<file path="src/rtl/inst_fetch.sv">
// Instruction fetch stage: owns the PC and drives the I-mem read port.
// A redirect squashes the fetch issued in its own cycle, which costs one bubble.
module inst_fetch #(
  parameter int          DATA_WIDTH = 32,
  parameter int          ADDR_WIDTH = 12,
  parameter logic [31:0] RESET_PC   = 32'h0000_0000,
  parameter logic [31:0] NOP_INST   = 32'h0000_0013
) (
  input  logic                  sys_clk,
  input  logic                  sys_rst_n,
  input  logic                  hold_flag_i,
  input  logic                  jump_en_i,
  input  logic [31:0]           jump_addr_i,
  output logic                  mem_ren_o,
  output logic [ADDR_WIDTH-1:0] mem_raddr_o,
  input  logic [DATA_WIDTH-1:0] mem_rdata_i,
  output logic [DATA_WIDTH-1:0] inst_o,
  output logic [31:0]           inst_addr_o,
  output logic                  inst_valid_o,
  output logic                  misalign_o
);

  logic [31:0] pc_q, pc_d;
  logic [31:0] inst_addr_q, inst_addr_d;
  logic        fetch_vld_q, fetch_vld_d;
  logic        squash_q, squash_d;
  logic        misalign_q, misalign_d;

  assign mem_ren_o   = ~hold_flag_i | jump_en_i;
  assign mem_raddr_o = pc_q[ADDR_WIDTH+1:2];

  always_comb begin
    pc_d = pc_q;
    priority case (1'b1)
      jump_en_i:   pc_d = {jump_addr_i[31:2], 2'b00};
      hold_flag_i: pc_d = pc_q;
      default:     pc_d = pc_q + 32'd4;
    endcase
  end

  // Tracking state freezes with the memory so a hold keeps output stable
  always_comb begin
    inst_addr_d = inst_addr_q;
    fetch_vld_d = fetch_vld_q;
    squash_d    = squash_q;
    if (mem_ren_o) begin
      inst_addr_d = pc_q;
      fetch_vld_d = 1'b1;
      squash_d    = jump_en_i;
    end
  end

  always_comb begin
    misalign_d = jump_en_i & (jump_addr_i[1:0] != 2'b00);
  end

  always_ff @(posedge sys_clk) begin
    if (!sys_rst_n) begin
      pc_q        <= RESET_PC;
      inst_addr_q <= RESET_PC;
      fetch_vld_q <= 1'b0;
      squash_q    <= 1'b0;
      misalign_q  <= 1'b0;
    end else begin
      pc_q        <= pc_d;
      inst_addr_q <= inst_addr_d;
      fetch_vld_q <= fetch_vld_d;
      squash_q    <= squash_d;
      misalign_q  <= misalign_d;
    end
  end

  assign inst_valid_o = fetch_vld_q & ~squash_q;
  assign inst_o       = inst_valid_o ? mem_rdata_i : NOP_INST;
  assign inst_addr_o  = inst_addr_q;
  assign misalign_o   = misalign_q;

endmodule

</file>
<file path="config.mk">
export PLATFORM = sky130hd
export DESIGN_NAME = inst_fetch
export DESIGN_NICKNAME = d
export VERILOG_FILES = /design/src/rtl/inst_fetch.sv
export SDC_FILE = /design/constraint.sdc
export NUM_CORES = 1
export LEC_CHECK = 0
export ABC_CLOCK_PERIOD_IN_PS = 4100
export CAP_MARGIN = 20
export CELL_PAD_IN_SITES_DETAIL_PLACEMENT = 1
export CELL_PAD_IN_SITES_GLOBAL_PLACEMENT = 1
export CORE_MARGIN = 5
export CORE_UTILIZATION = 30
export DETAILED_ROUTE_END_ITERATION = 10
export PLACE_DENSITY_LB_ADDON = 0.3
export REMOVE_ABC_BUFFERS = 1
export SYNTH_ARGS = -nofsm -noshare
export SYNTH_HDL_FRONTEND = slang
export SYNTH_SLANG_ARGS = --single-unit
</file>
<file path="constraint.sdc">
create_clock -name sys_clk -period 4.1 [get_ports sys_clk]
set_input_delay 0.615 -clock sys_clk [delete_from_list [all_inputs] [get_ports sys_clk]]
set_output_delay 0.615 -clock sys_clk [all_outputs]
set_load 0.01 [all_outputs]
</file>
### Word-level counts from Yosys, hierarchy flattened

Index checks and enable logic that the tools add are counted.

| operators by class | value |
|---|---|
| muxes and demuxes | 3 |
| add/sub/neg operators | 1 |
| eq/ne operators | 1 |
| bitwise operators | 6 |
| reductions and logical operators | 2 |

Operators with widths:

| kind | count |
|---|---|
| $mux W32 | 3 |
| $add A32 B3 Y32 const B | 1 |
| $not A1 Y1 | 3 |
| $and A1 B1 Y1 | 2 |
| $ne A2 B1 Y1 const B | 1 |
| $reduce_bool A2 Y1 | 1 |
| $reduce_or A2 Y1 | 1 |
| $or A1 B1 Y1 | 1 |

| word-level totals | value |
|---|---|
| logic and storage cells | 19 |
| flip-flop bits (word level) | 67 |
| output and inout port bits | 79 |
| input port bits | 68 |

### Depth between registers and ports, before layout

Gate-level depths: netlist of the first run.

| logic depth | value |
|---|---|
| depth in word-level cells | 3 |
| gate-level depth with buffers | 6 |

### Least setup slack after synthesis of the first run

OpenSTA, ideal clock, no wires.

| timing | value |
|---|---|
| kind | input to register |
| start point | input hold_flag_i |
| end point | register pc_q[17] |
| stages on the path | 5 |
| library setup time | 122 ps |
| arrival time | 1927 ps |
| path buffers | 1 |
| setup slack | 2051 ps |
| required time | 3978 ps |
| path through | nand3b_1 -> or3_1 -> buf_2 -> o31a_1 -> o311a_1 |

| between the ends | value |
|---|---|
| word-level cells in the longest chain between the ends | 1 |

Ends and longest elaborated chain:

| element | RTL line | RTL |
|---|---|---|
| start, declared | 11 | `input logic hold_flag_i,` |
| $ne A2 B1 Y1 (no source line) | -- |  |
| end signal, assigned | 65 | `pc_q <= pc_d;` |
| end, declared | 23 | `logic [31:0] pc_q, pc_d;` |

Every way passes these cells.
A chain may end at the register's enable or synchronous reset.

### Worst setup path in the final report of the first run

| timing | value |
|---|---|
| start point | input hold_flag_i |
| end point | output mem_ren_o |

| between the ends | value |
|---|---|
| word-level cells in the longest chain between the ends | 2 |

Ends and longest elaborated chain:

| element | RTL line | RTL |
|---|---|---|
| $not A1 Y1 | 29 | `assign mem_ren_o = ~hold_flag_i \| jump_en_i;` |
| $or A1 B1 Y1 | 29 |  |
| end, declared | 14 | `output logic mem_ren_o,` |

Every way passes these cells.

==> results.toml, run 1 <==
[run_status]
status = "completed"

[floorplanning]
initial_core_util = 0.303
fp.dieH_um = 114
dieArea_mm2 = 0.0130
num_rows = 38
io_pins = 147
design.core.area_mm2 = 0.0107
die_width_um = 114

[sta]
setup_ws_ns = 1.31
finClkSkew_ns = 0.00766
worst_pin_slew_ns = 0.898
timing.slew.headroom = 0.396
finalHoldViolations = 0
fin_crit_ns = 2.79
tns_ns = 0
finalSetupViolCount = 0
fin_crit_sh = 0.681
timing.fmax_mhz = 358
slew_violations = 0
rsz0062_at_grt = "false"

[cts]
clock_latency_ns = 0.34
clkSinkCount = 63
cts_setup_buffers = 0
clk_pin_slew_worst_paths_ns = 0.07
clock_path_buffers = 2
postCtsHoldBufs = 0
cts_resized = 0
numCtsBuffers = 9
cts_tree = "yes"
clockRootBuffer = "clkbuf_8"
h-tree-depth = 3

[pwr]
max-vdd-ir-drop_v = 0.000196
powerDensity_mw_per_mm2 = 308
p_leak_nw = 1.67

[finish]
areaGrowthSynthToFinish_pct = 50.8
final_layout_size_suffix_gt1_frac = 0.0495
fillers = 1299
fin_util = 0.457
multi_input_area_mm2 = 0.00174
diodes = 0
seq_area_mm2 = 0.00126
fin_nets = 609

[setup_path]
start_kind = "primary input"
r2r_slack_ns = 1.63
critPathKind = "primary input to output port"
endpoint_kind = "output port"
critical_path_required_ns = 3.48
cp.arrival_ns = 2.18
cp_max_fo = 11

[yosys]
ys.flop_type = "dfxtp_1"
async_reset_ff_frac = 0
synth_cell_types = 44
yosysWarnings = 0
ys_ff_latch = 63
synthCells = 420
ys_seq_area_frac = 0.389
syn_avg_cell_area_um2 = 7.72
synth_edf_count = 0
syn-cell-area_mm2 = 0.00324

[drt]
viasPerCell = 5.02
routedWlPerCell_um = 16.1
wl_met3_um = 877
antenna_left = 0
remaining_drc_errors = 0
vias = 3442
firstDrtPassIters = 4
highest_layer = "met4"
route.met2.wl_um = 4990
wl_met1_um = 5050
routed_wl_um = 11000
drt-initial-drc-count = 93

[global_routing]
grt_pass1_wl_um = 17900
overflow = 0
grt_start_max_net_pins = 34
gr-usage-all-layers = 0.169
grt_pass1_vias = 3548
antenna_found_initial = 0

[placed_design]
place_ws_ns = 1.08
dpl.hpwl_um = 8310
port_buffers = 144
gp_congestion = 0.781

[run]
drv_cap = 0

[hold_path]
hold_path.class = "flip-flop to flip-flop"
## cells by family (layout without fill, tap and decap cells)
family	Yosys count	after routing	share of synthesized area
AOI/OAI and AO/OA	93	93	0.170
xor gates and xnor gates	10	10	0.0270
adders and majority gates	1	1	0.00386
buffers and inverters	51	175	0.0764
DFF	63	63	0.389
muxes	3	3	0.00926
other	1	2	0.00116
and+or+nand+nor	198	198	0.323
## registers in the layout, indices dropped and copies added (netlist names)
| signal | cells |
|---|---|
| misalign_o | 1 |
| squash_q | 1 |
| fetch_vld_q | 1 |
| pc_q | 30 |
| inst_addr_o | 30 |
## path summary, 6_finish.rpt
kind	startpoint	end	cells past startpoint
min	inst_addr_o[29]	inst_addr_o[29]	2
min reg2reg	inst_addr_o[29]	inst_addr_o[29]	2
max	hold_flag_i	mem_ren_o	4
max reg2reg	pc_q[4]	pc_q[28]	4
## cell usage in the layout, fill, tap and decap left out, drive strengths merged, types with 4 or more instances in the layout
cell type / n
nand2: 74
nand3: 4
and4: 5
nand2b: 6
nand4: 9
clkbuf: 11
o31ai: 5
and2: 30
nor2b: 7
nor4: 10
inv: 7
o21ai: 22
a21oi: 40
a311oi: 5
a211oi: 6
dfxtp: 63
buf: 7
clkdlybuf4s50: 144
or4: 7
xnor2: 8
nor2: 18
or3: 10
nor3: 7
a31oi: 6
## power by group
| part | switching, mW | internal (mW) |
|---|---|---|
| clock network | 0.251 | 0.281 |
| logic | 0.120 | 0.168 |
| registers | 0.0388 | 0.647 |
## layer usage
layer | GRT usage | up-vias
met4 | 0.0396 | 0
met5 | 0 | -
met3 | 0.0536 | 14
met2 | 0.279 | 129
li1 | - | 1687
met1 | 0.215 | 1612
## metrics by stage
stage	area (µm²)	std cells	power [mW]	hold slack, ns
6_report	4890	685	1.51	0.452
5_1_grt	4890	685	1.58	0.474
4_1_cts	4890	685	1.53	0.456
3_5_place_dp	4700	669	0.991	0.446
3_3_place_gp	4700	669	0.982	0.440
2_1_floorplan	3030	378	0.799	0.432
## cell type report
| class | instances | share of cell area |
|---|---|---|
| Inverter | 8 | 0.00614 |
| Clock inverter | 5 | 0.0120 |
| Multi-Input combinational cell | 307 | 0.356 |
| Clock buffer | 11 | 0.0269 |
| Timing Repair Buffer | 151 | 0.305 |
| Sequential cell | 63 | 0.258 |
| Tap cell | 140 | 0.0358 |
## synthesized netlist by cell type (all sizes together), types with 6 or more instances
library cell | n | area (µm²)
a211oi | 6 | 45.0
a21oi | 40 | 200
a31oi | 6 | 37.5
and2 | 30 | 188
buf | 19 | 128
clkbuf | 24 | 90.1
dfxtp | 63 | 1260
inv | 7 | 26.3
nand2 | 74 | 278
nand2b | 6 | 37.5
nand4 | 9 | 71.3
nor2 | 18 | 67.6
nor2b | 7 | 43.8
nor3 | 7 | 35.0
nor4 | 10 | 62.6
o21ai | 22 | 110
or3 | 10 | 67.6
or4 | 7 | 52.6
xnor2 | 8 | 70.1
## critical path, stage by stage
cell and delay (ns):
clkdlybuf4s50_1 0.62, nor2b_2 0.27, inv_1 0.11, clkdlybuf4s50_1 0.56
(Power assumes the default switching activity.)
==> inputs of run 2 (changes only) <==
- ABC_CLOCK_PERIOD_IN_PS: 4100 -> 2300
- CORE_UTILIZATION: 30 -> 26
- clock period: 4.1 -> 2.3 ns (I/O delays scaled with it)
==> run 2 against run 1 <==
First-iteration DRC count up 5.4%. Critical path depth up 1. Sequential share of layout area down 1.3 points. Cell count up 6.6%. Die area up 14%.
==> results.toml, run 2 (same netlist as run 1, synthesis figures left out) <==
[drt]
vias = 3508
routedWlPerCell_um = 16.0
antenna_left = 0
drt-initial-drc-count = 98
remaining_drc_errors = 0
firstDrtPassIters = 4
routed_wl_um = 11700
viasPerCell = 4.81

[setup_path]
worstReg2RegStart = "pc_q[6]"
critPathTopFamily = "simple AND/OR/NAND/NOR gates"
cp_max_fo = 14
r2r_end = "pc_q[25]"
cp-endpoint = "pc_q[25]"
crit_buf_inv = 1
critPathKind = "flip-flop to flip-flop"
critical_path_required_ns = 2.55
cp.arrival_ns = 2.35
cp-startpoint = "pc_q[6]"
rr_worst_depth = 5
path_cells = "nand4_1, buf_4, or3_1, or4_1, a31oi_1"
r2r_slack_ns = 0.20
endpoint_kind = "flip-flop"
start_kind = "flip-flop"
cp_slowest_cell = "or3_1"
crit_cells = 5
crit_path_max_incr_delay_ns = 0.59

[floorplanning]
initial_core_util = 0.268
fp.dieH_um = 122
die_width_um = 122
io_pins = 147
design.core.area_mm2 = 0.0121
num_rows = 40
dieArea_mm2 = 0.0148

[sta]
fin_crit_ns = 2.10
timing.fmax_mhz = 477
tns_ns = 0
rsz0062_at_grt = "false"
finalSetupViolCount = 0
finClkSkew_ns = 0.00407
finalHoldViolations = 0
slew_violations = 0
fin_crit_sh = 0.912

[global_routing]
overflow = 0
antenna_found_initial = 1
grt_start_max_net_pins = 50
gr-usage-all-layers = 0.156
grt_pass1_wl_um = 18400
grt_pass1_vias = 3617

[hold_path]
hold_path.class = "flip-flop to flip-flop"

[placed_design]
placed_cells = 715
gp_congestion = 0.779
port_buffers = 144
dpl.hpwl_um = 8820

[cts]
cts_resized = 0
h-tree-depth = 3
clkSinkCount = 63
cts_tree = "yes"
clock_path_buffers = 2
cts_setup_buffers = 0
numCtsBuffers = 9
clock_latency_ns = 0.33
clk_pin_slew_worst_paths_ns = 0.05
postCtsHoldBufs = 0
clockRootBuffer = "clkbuf_16"

[finish]
areaGrowthSynthToFinish_pct = 59.1
fin_cells = 730
fin_nets = 627
diodes = 0
layout_common_cells = "clkdlybuf4s50_1 (144), nand2_1 (74), dfxtp_1 (63), a21oi_1 (40), and2_1 (30)"
final_layout_size_suffix_gt1_frac = 0.0765
layout_commonest_cell = "clkdlybuf4s50_1"
fin_util = 0.426

[pwr]
p_leak_nw = 1.81
powerDensity_mw_per_mm2 = 591
max-vdd-ir-drop_v = 0.000283

[run]
drv_cap = 0

[run_status]
status = "completed"
run 2: cell count changes in the layout (fill, tap and decap cells not counted), sizes merged:
| cell | previous run | this run |
|---|---|---|
| buf | 7 | 25 |
| bufinv | 1 | 0 |
| clkbuf | 11 | 15 |
| clkinv | 3 | 1 |
| clkinvlp | 2 | 0 |
run 2: per-layer routing:
metal  vias to the layer above  global-route usage  wire length (µm)
met2                       128               0.258              5310
li1                       1725                   -                 -
met4                         2              0.0560               151
met1                      1639               0.196              5400
met5                         -                   0                20
met3                        14              0.0413               830
run 2: worst reg2reg max path, stage by stage (launching register included):
cell     delay, ns
dfxtp_1       0.34
nand4_1       0.12
buf_4         0.20
or3_1         0.59
or4_1         0.57
a31oi_1       0.20
run 2: area by class of cell:
type	instances	area, µm²
Clock buffer	15	278
Inverter	8	30.0
Multi-Input combinational cell	307	1740
Tap cell	168	210
Timing Repair Buffer	169	1640
Fill cell	1460	6950
Sequential cell	63	1260
run 2: power breakdown:
| group | switching, mW | internal [mW] |
|---|---|---|
| combinational | 0.233 | 0.321 |
| sequential | 0.0560 | 1.16 |
| clock | 0.471 | 0.813 |
run 2: worst min-delay path by stage:
stage / slack [ns] / end / startpoint / cells past startpoint
6_report: 0.45 / inst_addr_o[27] / inst_addr_o[27] / 2
5_1_grt: 0.47 / inst_addr_o[27] / inst_addr_o[27] / 2
4_1_cts: 0.45 / inst_addr_o[9] / inst_addr_o[9] / 2
3_5_place_dp: 0.44 / inst_addr_o[9] / inst_addr_o[9] / 2
3_3_place_gp: 0.44 / inst_addr_o[28] / inst_addr_o[28] / 2
2_1_floorplan: 0.43 / fetch_vld_q / fetch_vld_q / 2
run 2: stage by stage:
step / worst slack, ns / instance area (µm²) / power [mW] / hold slack (ns)
after floorplan: -0.222 / 3030 / 1.42 / 0.432
after global placement: 0.0449 / 4880 / 1.78 / 0.442
after detailed placement: -0.0432 / 4880 / 1.80 / 0.444
after CTS: 0.175 / 5160 / 3.09 / 0.452
after global routing: 0.0250 / 5160 / 3.19 / 0.470
final: 0.202 / 5160 / 3.05 / 0.451
